**src/rtl/onewire_rom_reader.sv**
```systemverilog
// 1-Wire master: reset/presence, ROM command, 64-bit ROM read LSB-first, retries on failure.
// Define ONEWIRE_CRC_EN to add the Dallas CRC-8 check (err_code 10) after the ROM read.
module onewire_rom_reader #(
    parameter int unsigned CLK_MHZ = 100,
    parameter int unsigned RETRIES = 3,
    parameter logic [7:0]  ROM_CMD = 8'h33
) (
    input  logic        clk,
    input  logic        reset_n,
    input  logic        go,
    input  logic        dq_in,
    output logic        dq_oe,
    output logic        busy,
    output logic        done,
    output logic        error,
    output logic [1:0]  err_code,
    output logic        present,
    output logic [63:0] result
);
    localparam int unsigned PW = (CLK_MHZ > 1) ? $clog2(CLK_MHZ) : 1;

    // Phase end points are "last microsecond index" values: N us elapsed when us_q==N-1 at a tick.
    localparam logic [9:0] T_RST   = 10'd479;
    localparam logic [9:0] T_SLOT  = 10'd69;
    localparam logic [9:0] T_PRES  = 10'd69;
    localparam logic [9:0] T_SHORT = 10'd5;
    localparam logic [9:0] T_LONG  = 10'd59;
    localparam logic [9:0] T_RXS   = 10'd14;

    localparam logic [1:0] ERR_OK     = 2'b00;
    localparam logic [1:0] ERR_NOPRES = 2'b01;
`ifdef ONEWIRE_CRC_EN
    localparam logic [1:0] ERR_CRC    = 2'b10;
`endif
    localparam logic [1:0] ERR_STUCK  = 2'b11;

    typedef enum logic [2:0] {
        IDLE, RST_LOW, RST_WAIT, TX_SLOT, RX_SLOT, CHECK, RETRY, FINISH
    } state_t;

    state_t         state_q;
    logic [1:0]     sync_q;
    logic [PW-1:0]  pre_q, pre_d;
    logic [9:0]     us_q, us_d;
    logic [5:0]     bit_q;
    logic [7:0]     sr_q;
    logic [2:0]     att_q;
    logic [1:0]     code_q;
    logic [63:0]    shadow_q;
    logic           dq_oe_q, busy_q, done_q, error_q, present_q;
    logic [1:0]     err_q;
    logic [63:0]    result_q;
    logic           dq_s, tick;
`ifdef ONEWIRE_CRC_EN
    logic [7:0]     crc_q, crc_d;
`endif

    assign dq_s = sync_q[1];

    always_comb begin
        tick = (pre_q == PW'(CLK_MHZ - 1));
        pre_d = tick ? '0 : pre_q + 1'b1;
        us_d  = tick ? us_q + 10'd1 : us_q;
    end

`ifdef ONEWIRE_CRC_EN
    always_comb begin
        crc_d = {1'b0, crc_q[7:1]} ^ ((crc_q[0] ^ dq_s) ? 8'h8C : 8'h00);
    end
`endif

    always_ff @(posedge clk or negedge reset_n) begin
        if (!reset_n) begin
            state_q   <= IDLE;
            sync_q    <= 2'b00;
            pre_q     <= '0;
            us_q      <= '0;
            bit_q     <= '0;
            sr_q      <= '0;
            att_q     <= '0;
            code_q    <= ERR_OK;
            shadow_q  <= '0;
            dq_oe_q   <= 1'b0;
            busy_q    <= 1'b0;
            done_q    <= 1'b0;
            error_q   <= 1'b0;
            err_q     <= ERR_OK;
            present_q <= 1'b0;
            result_q  <= '0;
`ifdef ONEWIRE_CRC_EN
            crc_q     <= '0;
`endif
        end else begin
            sync_q <= {sync_q[0], dq_in};
            pre_q  <= pre_d;
            us_q   <= us_d;
            done_q <= 1'b0;
            case (state_q)
                IDLE: if (go) begin
                    busy_q    <= 1'b1;
                    error_q   <= 1'b0;
                    err_q     <= ERR_OK;
                    present_q <= 1'b0;
                    att_q     <= 3'(RETRIES);
                    if (!dq_s) begin
                        code_q  <= ERR_STUCK;
                        state_q <= FINISH;
                    end else begin
                        code_q  <= ERR_OK;
                        dq_oe_q <= 1'b1;
                        pre_q   <= '0;
                        us_q    <= '0;
                        state_q <= RST_LOW;
                    end
                end
                RST_LOW: if (tick && us_q == T_RST) begin
                    dq_oe_q <= 1'b0;
                    pre_q   <= '0;
                    us_q    <= '0;
                    state_q <= RST_WAIT;
                end
                RST_WAIT: if (tick) begin
                    if (us_q == T_PRES) present_q <= !dq_s;
                    if (us_q == T_RST) begin
                        pre_q <= '0;
                        us_q  <= '0;
                        if (present_q) begin
                            sr_q    <= ROM_CMD;
                            bit_q   <= '0;
                            dq_oe_q <= 1'b1;
                            state_q <= TX_SLOT;
                        end else begin
                            code_q  <= ERR_NOPRES;
                            state_q <= RETRY;
                        end
                    end
                end
                TX_SLOT: if (tick) begin
                    if (us_q == (sr_q[0] ? T_SHORT : T_LONG)) dq_oe_q <= 1'b0;
                    if (us_q == T_SLOT) begin
                        pre_q   <= '0;
                        us_q    <= '0;
                        dq_oe_q <= 1'b1;
                        sr_q    <= {1'b0, sr_q[7:1]};
                        bit_q   <= bit_q + 6'd1;
                        if (bit_q == 6'd7) begin
                            bit_q   <= '0;
                            state_q <= RX_SLOT;
`ifdef ONEWIRE_CRC_EN
                            crc_q   <= '0;
`endif
                        end
                    end
                end
                RX_SLOT: if (tick) begin
                    if (us_q == T_SHORT) dq_oe_q <= 1'b0;
                    if (us_q == T_RXS) begin
                        shadow_q[bit_q] <= dq_s;
`ifdef ONEWIRE_CRC_EN
                        crc_q <= crc_d;
`endif
                    end
                    if (us_q == T_SLOT) begin
                        pre_q <= '0;
                        us_q  <= '0;
                        if (bit_q == 6'd63) begin
`ifdef ONEWIRE_CRC_EN
                            state_q <= CHECK;
`else
                            code_q  <= ERR_OK;
                            state_q <= FINISH;
`endif
                        end else begin
                            dq_oe_q <= 1'b1;
                            bit_q   <= bit_q + 6'd1;
                        end
                    end
                end
`ifdef ONEWIRE_CRC_EN
                CHECK: begin
                    if (crc_q == 8'h00) begin
                        code_q  <= ERR_OK;
                        state_q <= FINISH;
                    end else begin
                        code_q  <= ERR_CRC;
                        state_q <= RETRY;
                    end
                end
`endif
                RETRY: begin
                    // code_q keeps the failure reason of the last attempt
                    if (att_q != 3'd0) begin
                        att_q   <= att_q - 3'd1;
                        dq_oe_q <= 1'b1;
                        pre_q   <= '0;
                        us_q    <= '0;
                        state_q <= RST_LOW;
                    end else begin
                        state_q <= FINISH;
                    end
                end
                FINISH: begin
                    done_q  <= 1'b1;
                    busy_q  <= 1'b0;
                    error_q <= (code_q != ERR_OK);
                    err_q   <= code_q;
                    if (code_q == ERR_OK) result_q <= shadow_q;
                    state_q <= IDLE;
                end
                default: state_q <= IDLE;
            endcase
        end
    end

    assign dq_oe    = dq_oe_q;
    assign busy     = busy_q;
    assign done     = done_q;
    assign error    = error_q;
    assign err_code = err_q;
    assign present  = present_q;
    assign result   = result_q;
endmodule

```
**config.mk**
```make
export PLATFORM = sky130hd
export DESIGN_NAME = onewire_rom_reader
export DESIGN_NICKNAME = d
export VERILOG_FILES = /design/src/rtl/onewire_rom_reader.sv
export SDC_FILE = /design/constraint.sdc
export NUM_CORES = 1
export LEC_CHECK = 0
export ABC_AREA = 1
export CORE_MARGIN = 5
export CORE_UTILIZATION = 45
export CTS_BUF_LIST = sky130_fd_sc_hd__clkbuf_4 sky130_fd_sc_hd__clkbuf_8
export CTS_CLUSTER_DIAMETER = 40
export CTS_CLUSTER_SIZE = 20
export DETAILED_ROUTE_END_ITERATION = 6
export GPL_TIMING_DRIVEN = 0
export HOLD_SLACK_MARGIN = 0.03
export SYNTH_ARGS = -nofsm -noshare
export SYNTH_HDL_FRONTEND = slang
export SYNTH_SLANG_ARGS = --single-unit
```
**constraint.sdc**
```tcl
create_clock -name clk -period 2.44 [get_ports clk]
set_clock_uncertainty 0.2 [all_clocks]
set_input_delay 0.366 -clock clk [delete_from_list [all_inputs] [get_ports clk]]
set_output_delay 0.366 -clock clk [all_outputs]
set_load 0.02 [all_outputs]
```
# Yosys cells after proc, flatten, opt, wreduce, memory -nomap -nowiden
# Index checks and enable logic that the tools add are counted.
# classes
add_sub_neg	4
n_lt_le_gt_ge	2
n_eq_ne	31
muxes	91
reduce_logical	25
# ops
cell	n
2-to-1 mux 10 bit	9
bitwise mux 64 bit	1
2-to-1 mux 7 bit	9
2-to-1 mux 6 bit	10
one-hot mux 10 bit (5 select lines)	1
2-to-1 mux 3 bit	15
2-to-1 mux 8 bit	5
one-hot mux 7 bit (5 select lines)	1
!= test 2 bit (second input constant)	16
2-to-1 mux 1 bit	20
2-to-1 mux 2 bit	9
one-hot mux 3 bit (6 select lines)	1
one-hot mux 6 bit (3 select lines)	1
one-hot mux 8 bit (2 select lines)	1
AND reduction 11 bit	1
adder 10 x 1 -> 10 bit (second input constant)	1
== test 10 x 3 -> 1 bit (second input constant)	1
== test 10 x 4 -> 1 bit (second input constant)	1
== test 10 x 6 -> 1 bit	1
== test 10 x 7 -> 1 bit (second input constant)	1
== test 10 x 9 -> 1 bit (second input constant)	1
AND reduction 10 bit	1
nonzero test 2 bit	5
== test 3 bit (second input constant)	3
30 further kinds	38
# word_totals
ff_bits	176
input_bits	4
out_inout_bits	71

# Depth between registers and ports, before layout
# Gate-level depths: netlist of run 1.
# depth
ltp_word	6
mapped_depth	12

# Worst setup path after synthesis of run 1
# Ideal clock, no wire load.
# synth_path
path_type	register to register
from	register pre_q[0]
to	register us_q[0]
setup_time_ns	0.138
arrival_time_ns	1.463
required_time_ns	2.102
setup_slack_ns	0.640
stages_incl_launch_ff	10
synth_period_minus_slack_ns	1.800
cell_sequence	dfrtp_1 > ha_1 > nand2_1 > nor2_1 > nand2_1 > buf_2 > nand2_1 > nand2_1 > nor3_4 > a21oi_1
# synth_via
elab_chain_len	5
# synth_lines
item	line	text
start, declared	43	logic [PW-1:0] pre_q, pre_d;
start signal, assigned	95	pre_q <= pre_d;
== test 7 bit (*)	61	tick = (pre_q == PW'(CLK_MHZ - 1));
2-to-1 mux 10 bit	63	us_d = tick ? us_q + 10'd1 : us_q;
2-to-1 mux 10 bit, on equally long branches	-	
2-to-1 mux 10 bit, on equally long branches	155, 122, 99	
one-hot mux 10 bit (5 select lines) (*)	98	case (state_q)
end signal, assigned	96	us_q <= us_d;
end, declared	44	logic [9:0] us_q, us_d;
# Mark *: on every way between the ends. The rest lies on a longest branch, timed or not.
# A chain may end at the register's enable or synchronous reset.

# Final worst setup path of run 1
# layout_path
from	register pre_q[0]
to	register shadow_q[43]
# layout_via
elab_chain_len	2
# layout_lines
item	line	text
== test 7 bit	61	
AND reduction 3 bit (no source line)	-	
end signal, assigned by index	158	shadow_q[bit_q] <= dq_s;
end, declared	49	logic [63:0] shadow_q;
# No other way between the ends.

==> results.ini, run 1 <==
[yosys]
syn_area_per_cell_um2 = 9.505
syn_area_mm2 = 0.008431
yosysMostFrequentCell = nand2_1
yosysUniqueCellTypes = 34
synthAdderAreaFrac = 0.01039
synth_fp_nets = 898
yosys.area_share.xor_xnor = 0.01143
synth.largest_area_cell = dfrtp_1
synth_top_family_by_area = simple AND/OR/NAND/NOR gates
synthSimpleGateAreaFrac = 0.2318
synthCells = 887
synthArstFlopShare = 1.000
ys_seq_area_frac = 0.5165
ys.flop_type = dfrtp_1
synth_top_area_frac = 0.5165
yosysWarnings = 0
ys_ff_latch = 174
synth_commonest_cells = nand2_1, dfrtp_1, nor2_1
synth_area_leaders = dfrtp_1, mux2_4, nand2_1
synth_compound_area_frac = 0.06782
synth_mux_area_frac = 0.1122
synth-edff-count = 0

[clock_network]
worstSkewPairLatency_ns = 0.47
cts_tree = done
cts_made_buffers = 17
cts-root-buf = clkbuf_8
clkSinkCount = 174
clkTransAtPathRegs_ns = 0.10
clk_path_buf_depth = 2
cts_htree_levels = 4

[min_path]
hold_path.class = in2reg

[grt]
grt_max_degree = 92
antenna_found_initial = 0
grt_pass1_wl_um = 32420
track_usage = 0.1849
grt.overflow.total = 0
grt_pass1_vias = 6146

[run_status]
outcome = completed

[placed_design]
postPlaceCellArea_mm2 = 0.009497
place_hpwl_um = 13340
finalWeightedCongestion = 0.8948
portBuffers = 74

[sta]
timing.fmax_mhz = 437.1
grt_setup_unrepaired = no
hold_violations = 0
finalCritPeriodShare = 0.9376
finalSetupViolCount = 0
maxSlewHeadroom = 0.5813
period_needed_ns = 2.288
finalMaxSlewViolations = 0
max_slew.worst_pin.slew_ns = 0.6281

[die]
coreArea_mm2 = 0.01858
num_rows = 50
die_h_um = 146.9
die_area_mm2 = 0.02157
die_w_um = 146.9
ios = 75
initial_core_util = 0.4537

[cells_and_area]
final_layout_size_suffix_gt1_frac = 0.1528
fillers = 1711
area_growth_pct = 17.50
nets = 994
antenna_cells = 0
final_area_mm2 = 0.009906
finish.utilization = 0.5331

[worst_setup_path]
endpoint_kind = flop
cp-start-kind = flop
cp.required_ns = 2.59
worstSetupPathType = reg2reg
worstPathArrival_ns = 2.44
cp_max_fo = 10

[route]
drc = 0
vias = 6370
final_antenna_net_count = 0
drt-total-wl_um = 19280
wire_per_inst_um = 15.68
first_pass_iters = 6
via_per_inst = 5.183
initialDrtViolationCount = 493

[power]
power_mw = 7.382
ir_worst_vdd_mv = 0.3774
power.density_mw_per_mm2 = 745.3
p_leak_nw = 4.604

[run]
cap_viol_max_count = 0

[cells in the final DEF, fill, tap and decap left out, types with 18 or more instances in the layout]
cell and n:
mux2_4 60, o21ai_1 68, nand3_1 42, inv_1 36, nand4_1 65, nor2_1 122
a21oi_1 19, dfrtp_1 174, clkdlybuf4s50_1 73, o21ai_0 18, nand2_1 178
[path summary, 6_finish.rpt]
kind | slack [ns] | cells past startpoint | to | from
min reg2reg | 0.17 | 0 | sync_q[1] | sync_q[0]
max reg2reg | 0.15 | 10 | shadow_q[43] | pre_q[0]
max | 0.15 | 10 | shadow_q[43] | pre_q[0]
min in group asynchronous | 0.25 | 2 | result[43] | reset_n
max in group asynchronous | 0.90 | 3 | shadow_q[15] | reset_n
min | 0.12 | 1 | sync_q[0] | dq_in
[critical path, stage by stage, from the launching register on]
cell and delay, ns:
dfrtp_1 0.40, ha_1 0.20, nand2_1 0.06, nor2_1 0.10, nand2_1 0.17, inv_2 0.19, buf_2 0.25, buf_2 0.27
nand4_1 0.18, nand2_1 0.09, o21ai_1 0.06
[area by class of cell]
type,count,area (µm²),area share
sequential,174,4354,0.4396
multi-input combinational,629,3656,0.3691
timing repair buffer,77,803.3,0.08109
tap,234,292.8,0.02956
buffer,39,254.0,0.02564
clock buffer,18,241.5,0.02438
inverter,45,168.9,0.01705
clock inverter,13,135.1,0.01364
[cell families (layout without fill, tap and decap cells)]
family,Yosys count,after routing
flops,174,174
simple gates,436,436
mux,64,64
buf+inv,84,192
compound gates,111,111
fa+ha+maj,7,7
xor+xnor,11,11
[registers in the layout, summed over array words and instances, names as in the netlist]
| register | cells |
|---|---|
| state_q | 3 |
| att_q | 3 |
| code_q | 2 |
| shadow_q | 64 |
| dq_oe | 1 |
| pre_q | 7 |
| err_code | 2 |
| us_q | 10 |
| present | 1 |
| error | 1 |
| sr_q | 6 |
| sync_q | 2 |
| result | 64 |
| bit_q | 6 |
| done | 1 |
| busy | 1 |
[power by group]
group	switching (mW)	internal (mW)
Clock	1.11	0.836
Combinational	1.56	0.701
Sequential	0.128	3.04
Total	2.81	4.58
[layer usage]
layer | GRT usage | wire [µm] | vias up
li1 | - | - | 3187
met1 | 0.2649 | 9275 | 3003
met2 | 0.2832 | 8744 | 150
met3 | 0.04257 | 945 | 30
met4 | 0.05127 | 311 | 0
met5 | 0 | 0 | -
[metrics by stage]
| stage | setup WS, ns | instances | hold WS (ns) | TNS [ns] |
|---|---|---|---|---|
| global placement | -6.477 | 1195 | 0.1425 | -1124.58 |
| finish | 0.1523 | 1229 | 0.1218 | 0 |
| CTS | 0.1566 | 1228 | 0.1032 | 0 |
| global route | 0.006184 | 1229 | 0.09885 | 0 |
| detailed placement | 0.1626 | 1196 | 0.1426 | 0 |
| floorplan | 0.6398 | 887 | -0.1296 | 0 |
[repair_timing]
action	in CTS	in global routing
hold buffers	1	0
setup buffers	0	1
resized for setup	0	1
setup endpoints to repair	0	7
hold endpoints to repair	83	0
Note: power is estimated with default switching activity, not from simulation.
==> run 2, diff against run 1 <==
--- a/config.mk
+++ b/config.mk
@@ -6,6 +6,7 @@
 export NUM_CORES = 1
 export LEC_CHECK = 0
 export ABC_AREA = 1
+export CORE_ASPECT_RATIO = 0.5
 export CORE_MARGIN = 5
 export CORE_UTILIZATION = 45
 export CTS_BUF_LIST = sky130_fd_sc_hd__clkbuf_4 sky130_fd_sc_hd__clkbuf_8
==> results.ini, run 2 (synthesis gave the netlist of run 1 again) <==
[run]
cap_viol_max_count = 0

[cells_and_area]
area_growth_pct = 17.42
final_common_cell = nand2_1
final_layout_size_suffix_gt1_frac = 0.1528
nets = 993
fillers = 1697
finish.utilization = 0.5382
antenna_cells = 0
layout_common_cells = nand2_1, dfrtp_1, nor2_1
final_area_mm2 = 0.009899

[placed_design]
finalWeightedCongestion = 0.8883
portBuffers = 74
postPlaceCellArea_mm2 = 0.009504
place_hpwl_um = 13340

[power]
power.density_mw_per_mm2 = 733.5
power_switching_share = 0.3857
power_mw = 7.262
power_frac_comb = 0.297
intPower_mw = 4.461
ir_worst_vdd_mv = 0.3645
switchingPower_mw = 2.800
p_leak_nw = 4.594
p_clk_frac = 0.266
power_frac_seq = 0.437

[run_status]
outcome = completed

[worst_setup_path]
r2r-start = pre_q[0]
cp.required_ns = 2.57
worstPathArrival_ns = 2.33
endpoint_kind = flop
slowest_delay_ns = 0.38
cp_max_fo = 10
cp-start-kind = flop
crit_top_cell = nand2_1
startpoint = pre_q[0]
path_cells = ha_1 -> nand2_1 -> nor2_1 -> nand2_1 -> inv_2 -> clkbuf_4 -> buf_2 -> nand4_1 -> nand2_1 -> o21ai_1
worstSetupPathType = reg2reg
slowest_stage = dfrtp_1

[grt]
antenna_found_initial = 0
track_usage = 0.1784
grt_max_degree = 104
grt_pass1_wl_um = 31250
grt_pass1_vias = 6072
grt.overflow.total = 0

[route]
drc = 0
final_antenna_net_count = 0
via_per_inst = 5.213
drt-total-wl_um = 18950
first_pass_iters = 5
initialDrtViolationCount = 430
wire_per_inst_um = 15.35
vias = 6438

[die]
num_rows = 35
initial_core_util = 0.4584
ios = 75
coreArea_mm2 = 0.01839
die_h_um = 106.8
die_w_um = 203.6
die_area_mm2 = 0.02174

[clock_network]
worstSkewPairLatency_ns = 0.46
cts-root-buf = clkbuf_8
clkSinkCount = 174
cts_setup_buffers = 0
cts_tree = done
cts_made_buffers = 17
clkTransAtPathRegs_ns = 0.10
clk_path_buf_depth = 2
cts_htree_levels = 4

[sta]
timing.fmax_mhz = 454.6
maxSlewHeadroom = 0.6279
finalCritPeriodShare = 0.9016
max_slew.worst_pin.slew_ns = 0.5581
hold_violations = 0
period_needed_ns = 2.200
grt_setup_unrepaired = no
finalMaxSlewViolations = 0
finalSetupViolCount = 0
setup_tns_ns = 0

[min_path]
hp-start = dq_in
hold_path.class = in2reg

[run 2: area by class of cell]
cell class                 instances  area (µm²)  share of cell area
sequential                       174        4354              0.4398
multi-input combinational        629        3656              0.3693
timing repair buffer              76       783.3             0.07912
tap                              240       300.3             0.03033
buffer                            39       256.5             0.02591
clock buffer                      19       255.2             0.02578
inverter                          45       168.9             0.01706
clock inverter                    13       125.1             0.01264
[run 2: what timing repair did]
action / 4_1_cts / 5_1_grt
hold buffers: 1 / 0
setup endpoints to repair: 0 / 4
resized for setup: 0 / 2
hold endpoints to repair: 71 / 0
[run 2: critical path, delay by kind of cell, from the launching register on]
kind	cells	cell delay (ns)
simple gates	5	0.52
compound gates	1	0.06
buf+inv	3	0.71
flops	1	0.38
fa+ha+maj	1	0.21
[run 2: metal layers]
| layer | global-route usage | up-vias | wire [µm] |
|---|---|---|---|
| met5 | 0 | - | 0 |
| met4 | 0.03944 | 0 | 174 |
| met3 | 0.03929 | 20 | 891 |
| met2 | 0.2734 | 127 | 8330 |
| met1 | 0.2615 | 3089 | 9555 |
| li1 | - | 3202 | - |
[run 2: power by group through the flow]
stage / Combinational (mW) / Clock (mW) / Sequential [mW]
3_3_place_gp: 2.12 / 0 / 3.23
2_1_floorplan: 1.48 / 0 / 3.25
5_1_grt: 2.41 / 2.13 / 3.19
6_report: 2.16 / 1.93 / 3.17
3_5_place_dp: 2.15 / 0 / 3.23
4_1_cts: 2.17 / 2.00 / 3.17
[run 2: worst paths after layout]
check / endpoint / slack (ns) / cells past startpoint
min reg2reg: sync_q[1] / 0.17 / 0
max: shadow_q[35] / 0.24 / 10
min: sync_q[0] / 0.15 / 1
min in group asynchronous: result[49] / 0.26 / 2
max reg2reg: shadow_q[35] / 0.24 / 10
max in group asynchronous: result[7] / 0.90 / 3
[run 2: stage by stage]
stage	setup slack, ns	instances	hold slack [ns]
5_1_grt	0.01600	1235	0.1112
4_1_cts	0.1820	1235	0.1222
2_1_floorplan	0.6398	887	-0.1296
3_3_place_gp	-6.389	1201	0.1401
6_report	0.2402	1235	0.1478
3_5_place_dp	0.1975	1202	0.1457
==> RTL change 1, RTL diff (flow settings as in run 2) <==
`CLK_MHZ`: 100 -> 200.
--- a/src/rtl/onewire_rom_reader.sv
+++ b/src/rtl/onewire_rom_reader.sv
@@ -2,5 +2,5 @@
 // Define ONEWIRE_CRC_EN to add the Dallas CRC-8 check (err_code 10) after the ROM read.
 module onewire_rom_reader #(
-    parameter int unsigned CLK_MHZ = 100,
+    parameter int unsigned CLK_MHZ = 200,
     parameter int unsigned RETRIES = 3,
     parameter logic [7:0]  ROM_CMD = 8'h33
Formal check against the unedited RTL: same outputs for any inputs over 4 cycles, from zero or initial values and one cycle with reset_n low; that may be too few to reach the edited logic, so the function may still have changed.
==> RTL change 1 against run 2 <==
Routed wire length down 0.30%; sequential power up 2%; total power down 0.31%; fmax down 2.1%; final area down 2.6%; sequential share of layout area up 1.4 points; synthesized cell count down 0.34%; synthesized area down 2.9%; sequential cell count up 1; first-iteration DRC count up 19%; setup slack worse by 0.048 ns.
==> RTL change 1: results (changes against run 2) <==
Worst setup path
  – Critical Path Sink: pre_q[5]
  – Critical Path Source: sync_q[1]
  – Register-to-Register Path Depth: 6 (-4)
  – Highest-delay cell along the critical path: clkbuf_1
  – Arr. time, crit path: 2.40 ns (+0.07 ns)

Synthesis
  – Gate Count Post-Synth: 884 (-0.34%)
  – Synth Area in Adders: 1.07% (+0.031 points)
  – Commonest cells post-synth: nand2_1, dfrtp_1, nor2_1
  – Post-synthesis mux area share: 8.80% (-2.4 points)
  – Post-Synth XOR/XNOR Area: 1.39% (+0.25 points)
  – Compound-Gate Fraction of Synth Area: 6.20% (-0.58 points)
  – Synth cell types: 30 (-12%)
  – Synth top area cells: dfrtp_1, mux2_1, nand2_1
  – Seq/Total Area, Yosys: 53.5% (+1.8 points)

Routing
  – Total Wirelength: 18.9 mm (-0.30%)
  – Via density: 5.25 (+0.67%)

Power and ir drop
  – Pleak: 4.54 nW (-1.1%)
  – Peak VDD IR: 0.433 mV (+19%)

Placement
  – HPWL after detailed placement: 13.4 mm (+0.40%)
  – Setup WS pre-CTS: 0.227 ns (+0.0293 ns)
  – GPL Wtd Cong: 0.830 (-6.5%)
  – Placed instance area: 9260 um2 (-2.6%)

GRT
  – GRT met2 Usage: 29.8% (+2.4 points)
  – Largest net degree at the start of global routing: 126 (+21%)
  – Met3 Use GR: 3.56% (-0.37 points)
  – M1 GR Usage: 26.8% (+0.63 points)
  – Vias in the first global route: 6309 (+3.9%)

Clock network
  – Clock Latency Late Sink: 0.44 ns (-0.02 ns)

Timing
  – Headroom to the max-slew limit: 51.9% (-11 points)
  – Highest clock rate: 445 MHz (-2.1%)

Hold path
  – Worst hold path type: reg2reg

Finish
  – Non-Filler Instances: 1226 (-0.73%)
  – Fill count: 1608 (-5.2%)
  – Fin nets: 990 (-0.30%)
  – Fraction of layout cells with a size suffix above 1: 8.77% (-6.5 points)

Outcome
  – Status: finished clean
## RTL change 1: how the worst min path moves through the flow
stage,start,to,slack (ns),depth (start not counted)
final,sync_q[0],sync_q[1],0.16,0
after global routing,dq_in,sync_q[0],0.15,1
after detailed placement,reset_n,us_q[2],0.10,1
after global placement,sync_q[0],sync_q[1],0.14,0
after floorplan,reset_n,att_q[0],-0.13,0
after CTS,dq_in,sync_q[0],0.15,1
## RTL change 1: per-layer routing
metal | wire length [um] | vias up
met3 | 1060 | 8
li1 | - | 3186
met1 | 9270 | 3085
met4 | 84 | 0
met5 | 0 | -
met2 | 8480 | 155
## RTL change 1: kinds of logic (layout without fill, tap and decap cells)
family / Yosys count / after routing
simple gates: 434 / 434
flops: 175 / 175
compound gates: 100 / 100
buf+inv: 91 / 199
mux: 64 / 64
xor+xnor: 13 / 13
fa+ha+maj: 7 / 7
## RTL change 1: area by class of cell
type / instances / share of cell area (%)
clock inverter: 13 / 1.28
buffer: 35 / 2.19
multi-input combinational: 618 / 35.1
tap: 234 / 3.04
clock buffer: 19 / 2.65
inverter: 56 / 2.18
sequential: 175 / 45.4
timing repair buffer: 76 / 8.12
## RTL change 1: worst register-to-register path, delay by kind of cell, from the launching register on
family,cells,cell delay (ns)
AO/OA/AOI/OAI,1,0.16
buffers and inverters,3,0.87
flip-flops,1,0.41
AND/OR/NAND/NOR,2,0.53
## RTL change 1: per-stage QoR
| step | hold slack, ns | utilization, % | setup TNS, ns |
|---|---|---|---|
| after floorplan | -0.130 | - | 0 |
| after global placement | 0.143 | 52.4 | -1110.20 |
| after detailed placement | 0.103 | 52.6 | 0 |
| after CTS | 0.147 | 54.8 | 0 |
| after global routing | 0.154 | 54.8 | 0 |
| final | 0.163 | 54.8 | 0 |
## RTL change 1: where the power goes
group | total, mW | internal, mW | leakage, nW | switching [mW]
sequential | 3.22 | 3.06 | 2.41 | 0.162
combinational | 2.07 | 0.607 | 1.94 | 1.46
clock | 1.95 | 0.786 | 0.192 | 1.16
==> RTL change 2, RTL diff (config.mk and constraints of run 2) <==
Made on the original files. The 8 states of `state_t` get a one-hot encoding in 8 bits.
--- a/src/rtl/onewire_rom_reader.sv
+++ b/src/rtl/onewire_rom_reader.sv
@@ -35,6 +35,6 @@
     localparam logic [1:0] ERR_STUCK  = 2'b11;
 
-    typedef enum logic [2:0] {
-        IDLE, RST_LOW, RST_WAIT, TX_SLOT, RX_SLOT, CHECK, RETRY, FINISH
+    typedef enum logic [7:0] {
+        IDLE = 8'b00000001, RST_LOW = 8'b00000010, RST_WAIT = 8'b00000100, TX_SLOT = 8'b00001000, RX_SLOT = 8'b00010000, CHECK = 8'b00100000, RETRY = 8'b01000000, FINISH = 8'b10000000
     } state_t;
 
Behaviour: same outputs for any inputs over 4 cycles, from zero or initial values and one cycle with reset_n low; so few cycles prove little.
==> RTL change 2 against run 2 <==
Sequential power is 2% higher; total power is 10% lower; fmax is 4.2% lower; final area is 2.7% higher; hold slack worse by 0.0072 ns; sequential cell count is 4 higher; utilization is 0.81 points higher; synthesized area is 2.5% higher; routed wire length is 7.2% higher; setup slack worse by 0.097 ns; die area is 2.3% higher; sequential share of layout area is 0.17 points lower.
==> RTL change 2: results (changes against run 2) <==
GRT
  – Met3 Use GR: 3.66% (-0.27 points)
  – M1 GR Usage: 26.6% (+0.41 points)
  – Largest net degree at the start of global routing: 105 (+0.96%)

Timing
  – Highest clock rate: 435 MHz (-4.2%)

Placement
  – Cells after DPL: 1298 (+8.0%)
  – GPL Wtd Cong: 0.855 (-3.8%)
  – HPWL after detailed placement: 14.2 mm (+6.1%)

Worst setup path
  – Register-to-Register Path Depth: 9 (-1)
  – Arr. time, crit path: 2.46 ns (+0.13 ns)
  – Flop-to-flop setup slack: 0.14 ns (-0.10 ns)
  – CP max stage delay: 0.42 ns (+0.04 ns)

Power and ir drop
  – Switching share of power: 32.8% (-5.7 points)
  – Total power: 6.51 mW (-10%)
  – Pleak: 5.01 nW (+9.1%)

Synthesis
  – Synth cell types: 35 (+2.9%)
  – Syn nets: 975 (+8.6%)
  – Commonest cells post-synth: nand2_1, dfrtp_1, nor2_1

Finish
  – Fraction of layout cells with a size suffix above 1: 14.1% (-1.2 points)
  – Inverters: 51 (+13%)
  – Fill count: 1720 (+1.4%)

Outcome
  – Status: finished clean

Routing
  – DRT iter0 DRCs: 494 (+15%)
  – Total Wirelength: 20.3 mm (+7.2%)
  – Routed wl met3: 881 um (-1.1%)
  – Routed WL per cell: 15.3 um (-0.61%)
[RTL change 2: cell count changes after synthesis, sizes merged, moves of 4 or more]
cell   delta
nor2      +7
a21oi    -10
nand2    +51
nand3    +57
o21ai    -66
xor2      +4
inv       +6
nand4    +16
buf      +11
[RTL change 2: cells by family after synthesis]
family                   synth area share [%]
multiplexers                             8.34
adder cells (fa/ha/maj)                  1.01
AND/OR/NAND/NOR                          29.7
XOR/XNOR                                 1.32
AO/OA/AOI/OAI                            1.94
buffers and inverters                    6.14
flip-flops                               51.5
[RTL change 2: metrics by stage]
step / setup TNS, ns / instance area (um2) / hold WS (ns) / utilization [%]
after detailed placement: 0 / 9740 / 0.145 / 52.3
after global routing: -0.000440 / 10200 / 0.108 / 54.6
final: 0 / 10200 / 0.141 / 54.6
after global placement: -1153.00 / 9710 / 0.135 / 52.2
after CTS: 0 / 10100 / 0.114 / 54.5
after floorplan: 0 / 8640 / -0.130 / -
